`config.mk`:
```
export PLATFORM = sky130hd
export DESIGN_NAME = booth_ctrl_flat
export DESIGN_NICKNAME = d
export VERILOG_FILES = /design/src/rtl/booth_ctrl_pkg.sv /design/src/rtl/booth_ctrl_if.sv /design/src/rtl/booth_ctrl_result_buf.sv /design/src/rtl/booth_ctrl.sv /design/src/flat_wrapper.sv
export SDC_FILE = /design/constraint.sdc
export NUM_CORES = 1
export LEC_CHECK = 0
export BUFFER_PORTS_ARGS = -buffer_cell sky130_fd_sc_hd__buf_2
export CAP_MARGIN = 5
export CORE_MARGIN = 8
export CORE_UTILIZATION = 50
export DETAILED_ROUTE_END_ITERATION = 8
export PLACE_DENSITY = 0.83
export RECOVER_POWER = 100
export SLEW_MARGIN = 20
export SYNTH_ARGS = -nofsm -noshare
export SYNTH_HDL_FRONTEND = slang
export SYNTH_HIERARCHICAL = 1
export SYNTH_SLANG_ARGS = --single-unit
```
`constraint.sdc`:
```
create_clock -name clk -period 2.78 [get_ports clk]
set_input_delay 0.139 -clock clk [delete_from_list [all_inputs] [get_ports clk]]
set_output_delay 0.139 -clock clk [all_outputs]
set_load 0.02 [all_outputs]
```
`src/rtl/booth_ctrl_pkg.sv`:
```
// booth_pkg: shared state encoding and constants for the Booth multiplier controller
package booth_pkg;
   localparam int WIDTH = 16;
   localparam int CNT_W = 5;
   localparam int ITERATIONS = 16;
   localparam logic ADDSUB_SUB = 1'b0;
   localparam logic ADDSUB_ADD = 1'b1;
   typedef enum logic [2:0] {IDLE, LOAD_M, LOAD_Q, CHECK, ADD, SUB, SHIFT, RESULT} state_t;
endpackage

```
`src/rtl/booth_ctrl_if.sv`:
```
// booth_ctrl_if: operand request and product response handshake of the Booth controller
interface booth_ctrl_if;
   import booth_pkg::*;
   logic                 start;
   logic                 start_ready;
   logic [WIDTH-1:0]     multiplicand;
   logic [WIDTH-1:0]     multiplier;
   logic                 busy;
   logic [2*WIDTH-1:0]   product;
   logic                 res_valid;
   logic                 res_ready;
   modport master (
      output start, multiplicand, multiplier, res_ready,
      input  start_ready, busy, product, res_valid
   );
   modport slave (
      input  start, multiplicand, multiplier, res_ready,
      output start_ready, busy, product, res_valid
   );
endinterface

```
`src/rtl/booth_ctrl_result_buf.sv`:
```
// booth_result_buf: product register held with its valid flag until the consumer accepts
module booth_result_buf
   import booth_pkg::*;
(
   input  logic                 clk,
   input  logic                 rst_n,
   input  logic                 load,
   input  logic [2*WIDTH-1:0]   din,
   input  logic                 ready,
   output logic                 valid,
   output logic [2*WIDTH-1:0]   dout
);
   always_ff @(posedge clk or negedge rst_n)
      if (!rst_n) begin
         valid <= 1'b0;
         dout  <= '0;
      end else if (load) begin
         valid <= 1'b1;
         dout  <= din;
      end else if (valid && ready) begin
         valid <= 1'b0;
      end
endmodule

```
`src/rtl/booth_ctrl.sv`:
```
// booth_ctrl: sequencer for a 16-bit Booth datapath; all strobes are Moore decodes of the state
module booth_ctrl
   import booth_pkg::*;
(
   input  logic               clk,
   input  logic               rst_n,
   booth_ctrl_if.slave        host,
   output logic [WIDTH-1:0]   data_out,
   output logic               lda,
   output logic               ldq,
   output logic               ldm,
   output logic               clra,
   output logic               clrq,
   output logic               clrff,
   output logic               sfta,
   output logic               sftq,
   output logic               decr,
   output logic               ldcnt,
   output logic               addsub,
   input  logic               q0,
   input  logic               qm1,
   input  logic               eqz,
   input  logic [WIDTH-1:0]   a_in,
   input  logic [WIDTH-1:0]   q_in
);
   state_t state, nxt;
   logic [WIDTH-1:0] mcand_q, mplier_q;
   logic accept, capture;
   assign accept  = state == IDLE && host.start;
   assign capture = state == CHECK && eqz;
   always_ff @(posedge clk or negedge rst_n)
      if (!rst_n) begin
         state    <= IDLE;
         mcand_q  <= '0;
         mplier_q <= '0;
      end else begin
         state <= nxt;
         if (accept) begin
            mcand_q  <= host.multiplicand;
            mplier_q <= host.multiplier;
         end
      end
   // qm1 is only trusted in CHECK, which always directly follows LOAD_Q or SHIFT
   always_comb begin
      nxt = state;
      case (state)
         IDLE:     nxt = host.start ? LOAD_M : IDLE;
         LOAD_M:   nxt = LOAD_Q;
         LOAD_Q:   nxt = CHECK;
         CHECK:    nxt = eqz ? RESULT : (q0 && !qm1) ? SUB : (!q0 && qm1) ? ADD : SHIFT;
         ADD, SUB: nxt = SHIFT;
         SHIFT:    nxt = CHECK;
         RESULT:   nxt = host.res_ready ? IDLE : RESULT;
         default:  nxt = IDLE;
      endcase
   end
   assign data_out = state == LOAD_M ? mcand_q : state == LOAD_Q ? mplier_q : '0;
   assign ldm      = state == LOAD_M;
   assign clra     = state == LOAD_M;
   assign ldcnt    = state == LOAD_M;
   assign ldq      = state == LOAD_Q;
   assign clrff    = state == LOAD_Q;
   assign clrq     = 1'b0;
   assign lda      = state == ADD || state == SUB;
   assign addsub   = state == SUB ? ADDSUB_SUB : ADDSUB_ADD;
   assign sfta     = state == SHIFT;
   assign sftq     = state == SHIFT;
   assign decr     = state == SHIFT;
   assign host.start_ready = state == IDLE;
   assign host.busy        = state != IDLE && state != RESULT;
   booth_result_buf u_buf (
      .clk   (clk),
      .rst_n (rst_n),
      .load  (capture),
      .din   ({a_in, q_in}),
      .ready (host.res_ready),
      .valid (host.res_valid),
      .dout  (host.product)
   );
endmodule

```
`src/flat_wrapper.sv`:
```
// flat-port wrapper written by rule: the top's interface ports become plain ports
module booth_ctrl_flat import booth_pkg::*;
  (clk, rst_n, data_out, lda, ldq, ldm, clra, clrq, clrff, sfta, sftq, decr, ldcnt, addsub, q0, qm1, eqz, a_in, q_in, host_start, host_multiplicand, host_multiplier, host_res_ready, host_start_ready, host_busy, host_product, host_res_valid);
  booth_ctrl_if host_i ();
  input  logic clk;
  input  logic rst_n;
  output logic [WIDTH-1:0] data_out;
  output logic lda;
  output logic ldq;
  output logic ldm;
  output logic clra;
  output logic clrq;
  output logic clrff;
  output logic sfta;
  output logic sftq;
  output logic decr;
  output logic ldcnt;
  output logic addsub;
  input  logic q0;
  input  logic qm1;
  input  logic eqz;
  input  logic [WIDTH-1:0] a_in;
  input  logic [WIDTH-1:0] q_in;
  input wire logic [$bits(host_i.start)-1:0] host_start;
  input wire logic [$bits(host_i.multiplicand)-1:0] host_multiplicand;
  input wire logic [$bits(host_i.multiplier)-1:0] host_multiplier;
  input wire logic [$bits(host_i.res_ready)-1:0] host_res_ready;
  output wire logic [$bits(host_i.start_ready)-1:0] host_start_ready;
  output wire logic [$bits(host_i.busy)-1:0] host_busy;
  output wire logic [$bits(host_i.product)-1:0] host_product;
  output wire logic [$bits(host_i.res_valid)-1:0] host_res_valid;
  assign host_i.start = host_start;
  assign host_i.multiplicand = host_multiplicand;
  assign host_i.multiplier = host_multiplier;
  assign host_i.res_ready = host_res_ready;
  assign host_start_ready = host_i.start_ready;
  assign host_busy = host_i.busy;
  assign host_product = host_i.product;
  assign host_res_valid = host_i.res_valid;
  booth_ctrl u_core (.clk(clk), .rst_n(rst_n), .host(host_i), .data_out(data_out), .lda(lda), .ldq(ldq), .ldm(ldm), .clra(clra), .clrq(clrq), .clrff(clrff), .sfta(sfta), .sftq(sftq), .decr(decr), .ldcnt(ldcnt), .addsub(addsub), .q0(q0), .qm1(qm1), .eqz(eqz), .a_in(a_in), .q_in(q_in));
endmodule
```
======== Word-level counts from Yosys, hierarchy flattened ========
Index checks and enable logic that the tools add are counted.
word-level totals
  word-level logic and storage cells ...... 38
  output and inout bits ................... 62
  bits in registers ....................... 68
operators by class
  muxes and demuxes ....................... 11
  equal/unequal tests ..................... 8
  reduce and logical (&&, ||, !) cells .... 14
operators with widths
  cell                  number
  $mux W16              2
  $pmux W3 S6           1
  $eq A3 B3 Y1 const B  4
  $mux W3               3
  $eq A3 B2 Y1 const B  2
  $logic_and A1 B1 Y1   6
  $mux W1               4
  $reduce_or A2 Y1      2
  $eq A3 B1 Y1 const B  1
  $logic_not A3 Y1      1
  $ne A3 B3 Y1 const B  1
  $reduce_bool A3 Y1    1
  $logic_not A1 Y1      2
  $mux W2               1
  $reduce_bool A2 Y1    1
  $logic_or A1 B1 Y1    1

======== Depth between registers and ports, before layout ========
Gate-level depths: netlist of run 1.
  word-level depth ........................ 6
  depth in mapped cells ................... 6
  gate-level depth less buffers ........... 4

======== Modules after synthesis ========
The synthesis of run 1 kept the hierarchy.
modules (own cells, without submodules)
  module            cells each  instances  seq. area each (um2)  area each (um2)
  booth_ctrl        118         1          875.8                 1774.2
  booth_result_buf  71          1          825.8                 1377.6

======== Least setup slack after synthesis of run 1 ========
Ideal clock, no wire load.
  path type ............................... register to output
  start ................................... register u_core.state[1]
  end ..................................... output port sfta
  stages on the path, launching flop included .. 4
  slack ................................... 1.139 ns
  arrival time ............................ 1.502 ns
  buffers on the path ..................... 2
  data required time ...................... 2.641 ns
  cell sequence ........................... dfrtp_1 -> buf_2 -> nor3b_1 -> buf_4
between the ends
  cells in the longest elaborated chain, start to end .. 1
RTL lines
  what                    line                text
  from (decl)             booth_ctrl.sv:26    state_t state, nxt;
  from (signal assigned)  booth_ctrl.sv:37    state <= nxt;
  $eq A3 B3 Y1            --
  to (decl)               flat_wrapper.sv:14  output logic sfta;
No other way between the ends.

======== Worst setup path in the final report of run 1 ========
  start ................................... register u_core.state[1]
  end ..................................... output port data_out[14]
between the ends
  cells in the longest elaborated chain, start to end .. 3
  elaborated cells on any way between the ends .. 4
RTL lines
  what          line               text
  $eq A3 B2 Y1  booth_ctrl.sv:57   assign data_out = state == LOAD_M ? mcand_q : state == LOAD_Q ? mplier_q : '0;
  $mux W16      booth_ctrl.sv:57
  $mux W16 *    booth_ctrl.sv:57
  to (decl)     flat_wrapper.sv:7  output logic [WIDTH-1:0] data_out;
Every way passes the cells marked *; elsewhere a longest branch is shown, timed or not.

==> flow_summary.toml, run 1 <==
[global_route]
grt_use_total_pct = 15.8
grt_pass1_wl_mm = 11.1
grt_pass1_vias = 2248
grt.overflow.total = 0
grt_max_degree = 69
antenna_found_initial = 0

[yosys]
netlist_instances = 189
yosysTopAreaCell = "dfrtp_1"
synth_flop_cell = "dfrtp_1"
ys_async_sr_fraction_pct = 100
synth_cell_type_count = 27
ys_ff_latch = 68
syn_nets = 261
synth_common_cells = "dfrtp_1, mux2_4, a22o_1"
synthTopCellsByArea = "dfrtp_1, mux2_4, a22o_1, buf_6, buf_12"
syn_area_per_cell_um2 = 16.7
synth_top_area_share_pct = 54.0
yosysSeqAreaShare_pct = 54.0
synth_edf_count = 0
synth_most_common_cell = "dfrtp_1"
synth.cell_area_mm2 = 0.00315
ys_warn_count = 6

[timing]
slew_headroom_pct = -8.09
hold_violations = 0
worst_hold_slack_ps = 23.0
fin_skew_ps = 11.4
setup_viol = 0
fmax_mhz = 413
tightest_slew_ps = 1620
fin_crit_ps = 2420
rsz0062_at_grt = "false"
period_share_pct = 87.1
totalNegativeSetupSlack_ps = 0
slew_violations = 69

[clock_tree]
clock_path_buffers = 2
hold_buffers = 0
clk_latency_ps = 330
cts_tree = "yes"
cts_resized = 0
cts_made_buffers = 9
clkSlewWorstSetupHoldPaths_ps = 80
numClockSinks = 68
ctsHtreeMaxLevel = 3
clockRootBuffer = "clkbuf_8"
post_cts_buffers = 0

[detailed_routing]
first_iter_violations = 40
postRouteAntennaNets = 0
vias = 1985
detail_route.wl_per_cell_um = 17.6
avgViaCountPerCell = 4.96
first_pass_iters = 3
drc = 0
wirelength_mm = 7.05

[worst_setup_path]
crit_family = "buffers and inverters"
slowest_delay_ps = 670
cp_max_fo = 18
path_buf_inv = 2
cp_common_cell = "clkbuf_1"
path_class = "register to output port"
cp_cell_sequence = "nor3b_2 -> clkbuf_1 -> a22o_1 -> clkbuf_1"
arrival_ps = 2280
cp_slowest_cell = "clkbuf_1"
end_kind = "output port"
crit_required_ps = 2640
start_kind = "register"

[cells_and_area]
area_growth_pct = 17.2
drive_above_1_share_pct = 38.4
fin_util_pct = 59.5
layout.nets = 390
antennaDiodeCount = 0

[floorplanning]
die_h_um = 95.4
num_io_pins = 133
start_util_pct = 50.8
die_w_um = 95.4
fp.coreArea_mm2 = 0.00620
die_area_mm2 = 0.00910
rows = 29

[flow_run]
max_cap_violations = 1

[status]
status = "finished with violations"
violations = "capacitance limit, slew limit"

[place]
dp_hpwl_mm = 5.26
portBuffers = 131
globalplace.congestion = 0.726

[power_and_ir_drop]
power.leakage_uw = 0.00177
ir_drop_v = 0.000571
powerDensity_mw_per_mm2 = 1160

[worst_hold_path]
min_path_type = "input pin to register"
==> stage by stage <==
stage,instances,total power (uW),cell area (um2),setup slack (ps)
final,400,4290,3690,358
after global routing,400,4570,3690,204
after CTS,400,4830,3960,522
after detailed placement,384,3990,3760,760
after global placement,384,3920,3760,827
after floorplan,189,3450,3150,1140
==> cells in the final DEF, fill, tap and decap left out <==
master,n
clkbuf_2,2
conb_1,1
nor3b_4,1
buf_2,87
dfrtp_1,68
bufinv_16,1
nor4b_2,1
a31oi_1,1
clkinv_4,1
mux2_4,8
a22o_1,16
mux2_2,5
mux2_1,51
a21oi_1,1
clkinvlp_4,2
nor2_1,2
clkinv_2,2
o31ai_1,1
nor3b_1,1
o311ai_0,1
nor3b_2,1
clkbuf_1,46
nor3_1,1
and4_1,1
buf_12,1
o21ai_0,1
inv_1,3
clkbuf_8,10
and3_2,1
a31o_2,1
nand2_1,2
ha_1,1
a21o_1,1
==> logic make-up after synthesis <==
| family | after synthesis | share of synthesized area [%] |
|---|---|---|
| DFF | 68 | 54.0 |
| muxes | 64 | 29.9 |
| AOI/OAI and AO/OA | 23 | 5.99 |
| buffers and inverters | 21 | 6.47 |
| and+or+nand+nor | 11 | 3.14 |
| adders and majority gates | 1 | 0.397 |
| other | 1 | 0.119 |
==> power breakdown <==
part | switching [uW] | internal, uW
Sequential | 309 | 1480
Clock | 364 | 437
Combinational | 1020 | 687
Total | 1690 | 2610
==> sequential cells by signal, indices dropped and copies added (netlist names) <==
signal              count
u_core/u_buf/dout      32
u_core/u_buf/valid      1
u_core/mplier_q        16
u_core/mcand_q         16
u_core/state            3
==> final cells by class <==
| cell class | count | area [um2] |
|---|---|---|
| Clock inverter | 6 | 63.8 |
| Fill cell | 563 | 2510 |
| Timing Repair Buffer | 136 | 638 |
| Tap cell | 77 | 96.3 |
| Inverter | 3 | 11.3 |
| Sequential cell | 68 | 1700 |
| Clock buffer | 10 | 138 |
| Multi-Input combinational cell | 100 | 1050 |
==> worst paths after layout <==
| path | slack (ps) | depth (start not counted) | startpoint | to |
|---|---|---|---|---|
| setup / recovery | 360 | 4 | u_core/state[1]$_DFF_PN0_ | data_out[14] |
| hold / removal | 20 | 2 | host_multiplicand[14] | u_core/mcand_q[14]$_DFFE_PN0P_ |
| setup reg to reg | 550 | 3 | u_core/state[1]$_DFF_PN0_ | u_core/mplier_q[14]$_DFFE_PN0P_ |
| hold reg to reg | 480 | 1 | u_core/u_buf/dout[16]$_DFFE_PN0P_ | u_core/u_buf/dout[16]$_DFFE_PN0P_ |
| max in group asynchronous | 1490 | 2 | rst_n | u_core/mplier_q[10]$_DFFE_PN0P_ |
| min in group asynchronous | 310 | 2 | rst_n | u_core/mplier_q[1]$_DFFE_PN0P_ |
==> layer usage <==
layer	track usage (%)	routed length, um	vias to the layer above
met2	26.6	3600	71
li1	-	-	932
met5	0	0	-
met1	18.3	2810	972
met3	4.02	523	10
met4	7.68	121	0
No activity file was read; power rests on OpenSTA's default activity.
==> inputs of run 2 (changes only) <==
CORE_UTILIZATION = 51   (was 50)
PLACE_DENSITY = 0.85   (was 0.83)
SYNTH_HIERARCHICAL = default   (was 1)
==> run 2 against run 1 <==
Compared with the run above: final cell count down 0.50%; fmax up 4.1%; sequential share of layout area up 0.20 points; the flow still finishes with violations (capacitance limit, slew limit); power rose by 1.8%; flip-flop and latch count unchanged; critical endpoint is now data_out[15]; largest cell class unchanged; register-to-register slack gained 160 ps; non-clock buffer count decreased by 2.
==> flow_summary.toml, run 2 <==
[floorplanning]
die_h_um = 92.9
start_util_pct = 51.9
rows = 28
die_area_mm2 = 0.00863
num_io_pins = 133
fp.coreArea_mm2 = 0.00582
die_w_um = 92.9

[yosys]
synthTopCellsByArea = "dfrtp_1, mux2_4, mux2_2, a22o_1, buf_6"
ys_warn_count = 0
syn_area_per_cell_um2 = 15.8
synth.cell_area_mm2 = 0.00302
syn_nets = 263
yosysSeqAreaShare_pct = 56.4
ys_ff_latch = 68
synth_common_cells = "dfrtp_1, mux2_2, mux2_4"
netlist_instances = 191
synth_top_area_share_pct = 56.4
synth_most_common_cell = "dfrtp_1"
ys_async_sr_fraction_pct = 100
synth_cell_type_count = 26
synth_edf_count = 0
yosysTopAreaCell = "dfrtp_1"
synth_flop_cell = "dfrtp_1"

[global_route]
grt_pass1_vias = 2214
antenna_found_initial = 0
grt_pass1_wl_mm = 10.6
grt.overflow.total = 0
grt_use_total_pct = 15.6
grt_max_degree = 37

[clock_tree]
clkSlewWorstSetupHoldPaths_ps = 70
clockRootBuffer = "clkbuf_8"
clock_path_buffers = 2
post_cts_buffers = 0
clk_latency_ps = 330
ctsHtreeMaxLevel = 3
cts_tree = "yes"
numClockSinks = 68
cts_resized = 0
hold_buffers = 1
cts_made_buffers = 9

[worst_setup_path]
path_class = "register to output port"
cp_max_fo = 19
end_kind = "output port"
start_kind = "register"
arrival_ps = 2190
crit_required_ps = 2640

[timing]
slew_violations = 36
period_share_pct = 83.6
fin_skew_ps = 5.41
fmax_mhz = 430
fin_crit_ps = 2330
slew_headroom_pct = -32.1
totalNegativeSetupSlack_ps = 0
setup_viol = 0
rsz0062_at_grt = "false"
hold_violations = 0
tightest_slew_ps = 1980

[place]
dp_hpwl_mm = 5.10
portBuffers = 131
globalplace.congestion = 0.810

[detailed_routing]
postRouteAntennaNets = 0
first_iter_violations = 25
wirelength_mm = 6.69
drc = 0
vias = 1992
detail_route.wl_per_cell_um = 16.8
avgViaCountPerCell = 5.01
first_pass_iters = 4

[power_and_ir_drop]
power.switching_uw = 1660
switching_share_pct = 37.9
p_clk_share_pct = 21.7
pwr-share-seq_pct = 41.1
total_power_uw = 4370
p_comb_share_pct = 37.3
powerDensity_mw_per_mm2 = 1190
intPower_uw = 2720
ir_drop_v = 0.000645
power.leakage_uw = 0.00169

[cells_and_area]
largestRegisters = "u_core.u_buf.dout x32, u_core.mcand_q x16, u_core.mplier_q x16"
fillers = 509
fin_util_pct = 63.3
antennaDiodeCount = 0
drive_above_1_share_pct = 38.4
largest_register_ffs = 32
layout.nets = 390
layout_commonest_cell = "buf_2"
regMostFlops = "u_core.u_buf.dout"
final_cell_mix = "buf_2, dfrtp_1, clkbuf_1, mux2_1, mux2_2"
area_growth_pct = 22.0

[worst_hold_path]
min_path_type = "input pin to register"

[flow_run]
max_cap_violations = 1

[status]
violations = "capacitance limit, slew limit"
status = "finished with violations"
run 2: cell type report:
type                    count  area [um2]  area share (%)
clock buffers               9         124            3.37
flip-flops and latches     68        1700            46.3
well taps                  75        93.8            2.55
inverters                   3        11.3           0.306
clock inverters             7         115            3.13
repair buffers            134         617            16.8
multi-input cells         102        1020            27.6
run 2: per-stage QoR:
| stage | hold WS, ps | std cells | setup slack (ps) | cell area, um2 |
|---|---|---|---|---|
| after floorplan | -157 | 191 | 1170 | 3020 |
| after global placement | 263 | 381 | 831 | 3630 |
| after detailed placement | 273 | 381 | 798 | 3630 |
| after CTS | 6.97 | 398 | 476 | 3880 |
| after global routing | 0.684 | 398 | 286 | 3680 |
| final | 20.2 | 398 | 455 | 3680 |
run 2: worst paths after layout:
check                                              start                                end  slack, ps  depth (start not counted)
max                            u_core.state[1]$_DFF_PN0_                       data_out[15]        450                          4
min                                             q_in[12]  u_core.u_buf.dout[12]$_DFFE_PN0P_         20                          2
max reg2reg                    u_core.state[0]$_DFF_PN0_    u_core.mplier_q[12]$_DFFE_PN0P_        710                          3
min reg2reg                u_core.mcand_q[4]$_DFFE_PN0P_      u_core.mcand_q[4]$_DFFE_PN0P_        500                          1
max in group asynchronous                          rst_n  u_core.u_buf.dout[10]$_DFFE_PN0P_        730                          2
min in group asynchronous                          rst_n      u_core.mcand_q[0]$_DFFE_PN0P_        910                          2
run 2: cell families (layout without fill, tap and decap cells):
family | after synthesis | count (layout) | share of synthesized area (%)
flip-flops | 68 | 68 | 56.4
multiplexers | 64 | 64 | 27.5
AO/OA/AOI/OAI | 23 | 23 | 6.06
buffers and inverters | 21 | 153 | 5.77
AND/OR/NAND/NOR | 13 | 13 | 3.69
adder cells (fa/ha/maj) | 1 | 1 | 0.415
other | 1 | 1 | 0.124
run 2: critical path, stage by stage (launching register included):
cell	delay, ps
dfrtp_1	510
nor2_1	200
and2_1	620
a22o_1	280
clkbuf_1	250
run 2: power groups by stage:
stage / Combinational (uW) / Sequential [uW] / Clock [uW]
finish: 1630 / 1800 / 947
global route: 1770 / 1860 / 1010
CTS: 1990 / 1810 / 972
detailed placement: 2000 / 1810 / 0
global placement: 1940 / 1790 / 0
floorplan: 1230 / 2020 / 0
run 2: metal layers:
| metal | track usage (%) | routed length [um] | vias to the layer above |
|---|---|---|---|
| met2 | 22.7 | 2960 | 110 |
| met1 | 19.0 | 2780 | 938 |
| li1 | - | - | 934 |
| met5 | 0 | 0 | - |
| met3 | 7.28 | 848 | 10 |
| met4 | 7.52 | 105 | 0 |
==> inputs of run 3 (changes only) <==
ABC_AREA = 1   (was default)
CORE_UTILIZATION = 43   (was 51)
PLACE_DENSITY = 0.76   (was 0.85)
clock period = 2.1 ns   (was 2.78 ns; I/O delays follow)
==> run 3 against run 2 <==
Compared with the run above: final cell count up 57%; critical path type unchanged; core utilization down 3.4 points; the flow now finishes without violations; combinational power up 47%; clock-buffer cell count up 6; register-to-register slack worse by 450 ps; largest power group is now combinational cells; first-iteration DRC count rose to 5.2 times the previous value; highest routed layer unchanged; non-clock buffer count up 33; synthesized cell count up 93%; hold slack worse by 5.0 ps; critical endpoint is now data_out[11]; via count up 45%.
==> flow_summary.toml, run 3 <==
[floorplanning]
rows = 30
die_area_mm2 = 0.0100
die_w_um = 100
start_util_pct = 44.7
die_h_um = 100
num_io_pins = 133
fp.coreArea_mm2 = 0.00683

[yosys]
syn_nets = 441
yosysSeqAreaShare_pct = 55.8
synth_common_cells = "nand2_1, dfrtp_1, inv_1"
yosysTopAreaCell = "dfrtp_1"
ys_ff_latch = 68
ys_async_sr_fraction_pct = 100
synth_flop_cell = "dfrtp_1"
synth_cell_type_count = 21
synthTopCellsByArea = "dfrtp_1, nand2_1, nand3_1, inv_1, o21ai_0"
synth_top_area_share_pct = 55.8
ys_warn_count = 0
synth_most_common_cell = "nand2_1"
synth.cell_area_mm2 = 0.00305
synth_edf_count = 0
netlist_instances = 369
syn_area_per_cell_um2 = 8.27

[global_route]
grt_max_degree = 69
met1_usage_pct = 20.9
antenna_found_initial = 0
grt.overflow.total = 0
grt_pass1_wl_mm = 14.0
grt_util_met3_pct = 6.99
grt_use_met2_pct = 26.3
top_usage_layer = "met2"
grt_pass1_vias = 2993
grt_use_total_pct = 17.3

[cells_and_area]
largestRegisters = "u_core.u_buf.dout x32, u_core.mcand_q x16, u_core.mplier_q x16"
final_cell_mix = "nand2_1, buf_2, dfrtp_1, clkbuf_1, inv_1"
drive_above_1_share_pct = 18.8
antennaDiodeCount = 0
layout_commonest_cell = "nand2_1"
fin_cells = 623
regMostFlops = "u_core.u_buf.dout"
layout.nets = 594
final_area_mm2 = 0.00409
largest_register_ffs = 32
area_growth_pct = 33.9
fin_util_pct = 59.8
fillers = 661

[timing]
totalNegativeSetupSlack_ps = 0
slew_headroom_pct = 0.378
setup_viol = 0
fmax_mhz = 524
rsz0062_at_grt = "false"
hold_violations = 0
fin_crit_ps = 1910
slew_violations = 0
period_share_pct = 90.9
fin_skew_ps = 5.74
tightest_slew_ps = 1490

[worst_setup_path]
cp_max_fo = 18
start_kind = "register"
reg2reg_depth = 4
crit_required_ps = 2000
path_class = "register to output port"
end_kind = "output port"
arrival_ps = 1800

[place]
placed_cells = 575
globalplace.congestion = 0.766
dp_hpwl_mm = 5.64
place_area_mm2 = 0.00368
portBuffers = 131

[detailed_routing]
first_iter_violations = 131
wirelength_mm = 8.44
postRouteAntennaNets = 0
drc = 0
avgViaCountPerCell = 4.65
first_pass_iters = 4
detail_route.wl_per_cell_um = 13.5
vias = 2895

[clock_tree]
ctsHtreeMaxLevel = 3
numClockSinks = 68
clk_latency_ps = 330
clock_path_buffers = 2
clockRootBuffer = "clkbuf_8"
cts_tree = "yes"
post_cts_buffers = 0
cts_made_buffers = 9
clkSlewWorstSetupHoldPaths_ps = 60

[power_and_ir_drop]
power.leakage_uw = 0.00228
total_power_uw = 5640
ir_drop_v = 0.000657
powerDensity_mw_per_mm2 = 1380

[worst_hold_path]
holdPathStages = 3
min_path_type = "input pin to register"

[status]
status = "completed"

[flow_run]
max_cap_violations = 0
-- run 3: changes by cell type after synthesis, moves of 23 or more --
cell / change
inv_1: +37
mux2_2: -32
mux2_4: -29
nand2_1: +147
nand3_1: +37
o21ai_0: +23
-- run 3: critical path: stages, from the launching register on --
cell,delay (ps)
dfrtp_1,450
nor2_1,220
nand2_1,120
clkinvlp_4,280
nand2_1,90
nand2_1,90
clkbuf_1,240
-- run 3: final cells by class --
cell class,count,area (um2),share of cell area [%]
clock buffer,15,176,4.32
tap,96,120,2.94
clock inverter,1,5.00,0.122
multi-input combinational,235,992,24.3
timing repair buffer,167,935,22.9
inverter,41,158,3.86
sequential,68,1700,41.6
-- run 3: cells by family (layout without fill, tap and decap cells) --
kind of cell / Yosys count / count (layout) / synth area share (%)
compound gates: 34 / 34 / 5.58
fa+ha+maj: 1 / 1 / 0.410
buf+inv: 66 / 224 / 11.2
flops: 68 / 68 / 55.8
other cells: 1 / 1 / 0.123
simple gates: 199 / 199 / 26.9
-- run 3: metal layers --
layer / up-vias / wire length (um)
li1: 1432 / -
met1: 1315 / 3650
met2: 133 / 3720
met3: 15 / 906
met4: 0 / 161
met5: - / 0
-- run 3: what timing repair did --
action | in CTS | in global routing
hold buffers | 30 | 2
endpoints found under the setup margin | 0 | 5
gates resized for setup | 0 | 1
endpoints found under the hold margin | 86 | 2
-- run 3: through the flow --
step	worst slack [ps]	hold slack, ps
2_1_floorplan	605	-191
3_3_place_gp	616	323
3_5_place_dp	497	337
4_1_cts	124	0.0433
5_1_grt	65.4	4.45
6_report	191	15.2
-- run 3: power by group --
part	total, uW	switching (uW)	internal, uW
logic	2400	1700	696
registers	2260	359	1900
clock network	981	455	526
total	5640	2520	3130
-- run 3: path summary, 6_finish.rpt --
kind / start / to / slack (ps)
worst min-delay path: a_in[10] / u_core.u_buf.dout[26]$_DFFE_PN0P_ / 20
worst max-delay path: u_core.state[0]$_DFF_PN0_ / data_out[11] / 190
worst max register to register: u_core.state[0]$_DFF_PN0_ / u_core.u_buf.valid$_DFFE_PN0P_ / 260
max in group asynchronous: rst_n / u_core.mplier_q[11]$_DFFE_PN0P_ / 430
min in group asynchronous: rst_n / u_core.mplier_q[5]$_DFFE_PN0P_ / 760
worst min register to register: u_core.u_buf.dout[1]$_DFFE_PN0P_ / u_core.u_buf.dout[1]$_DFFE_PN0P_ / 470
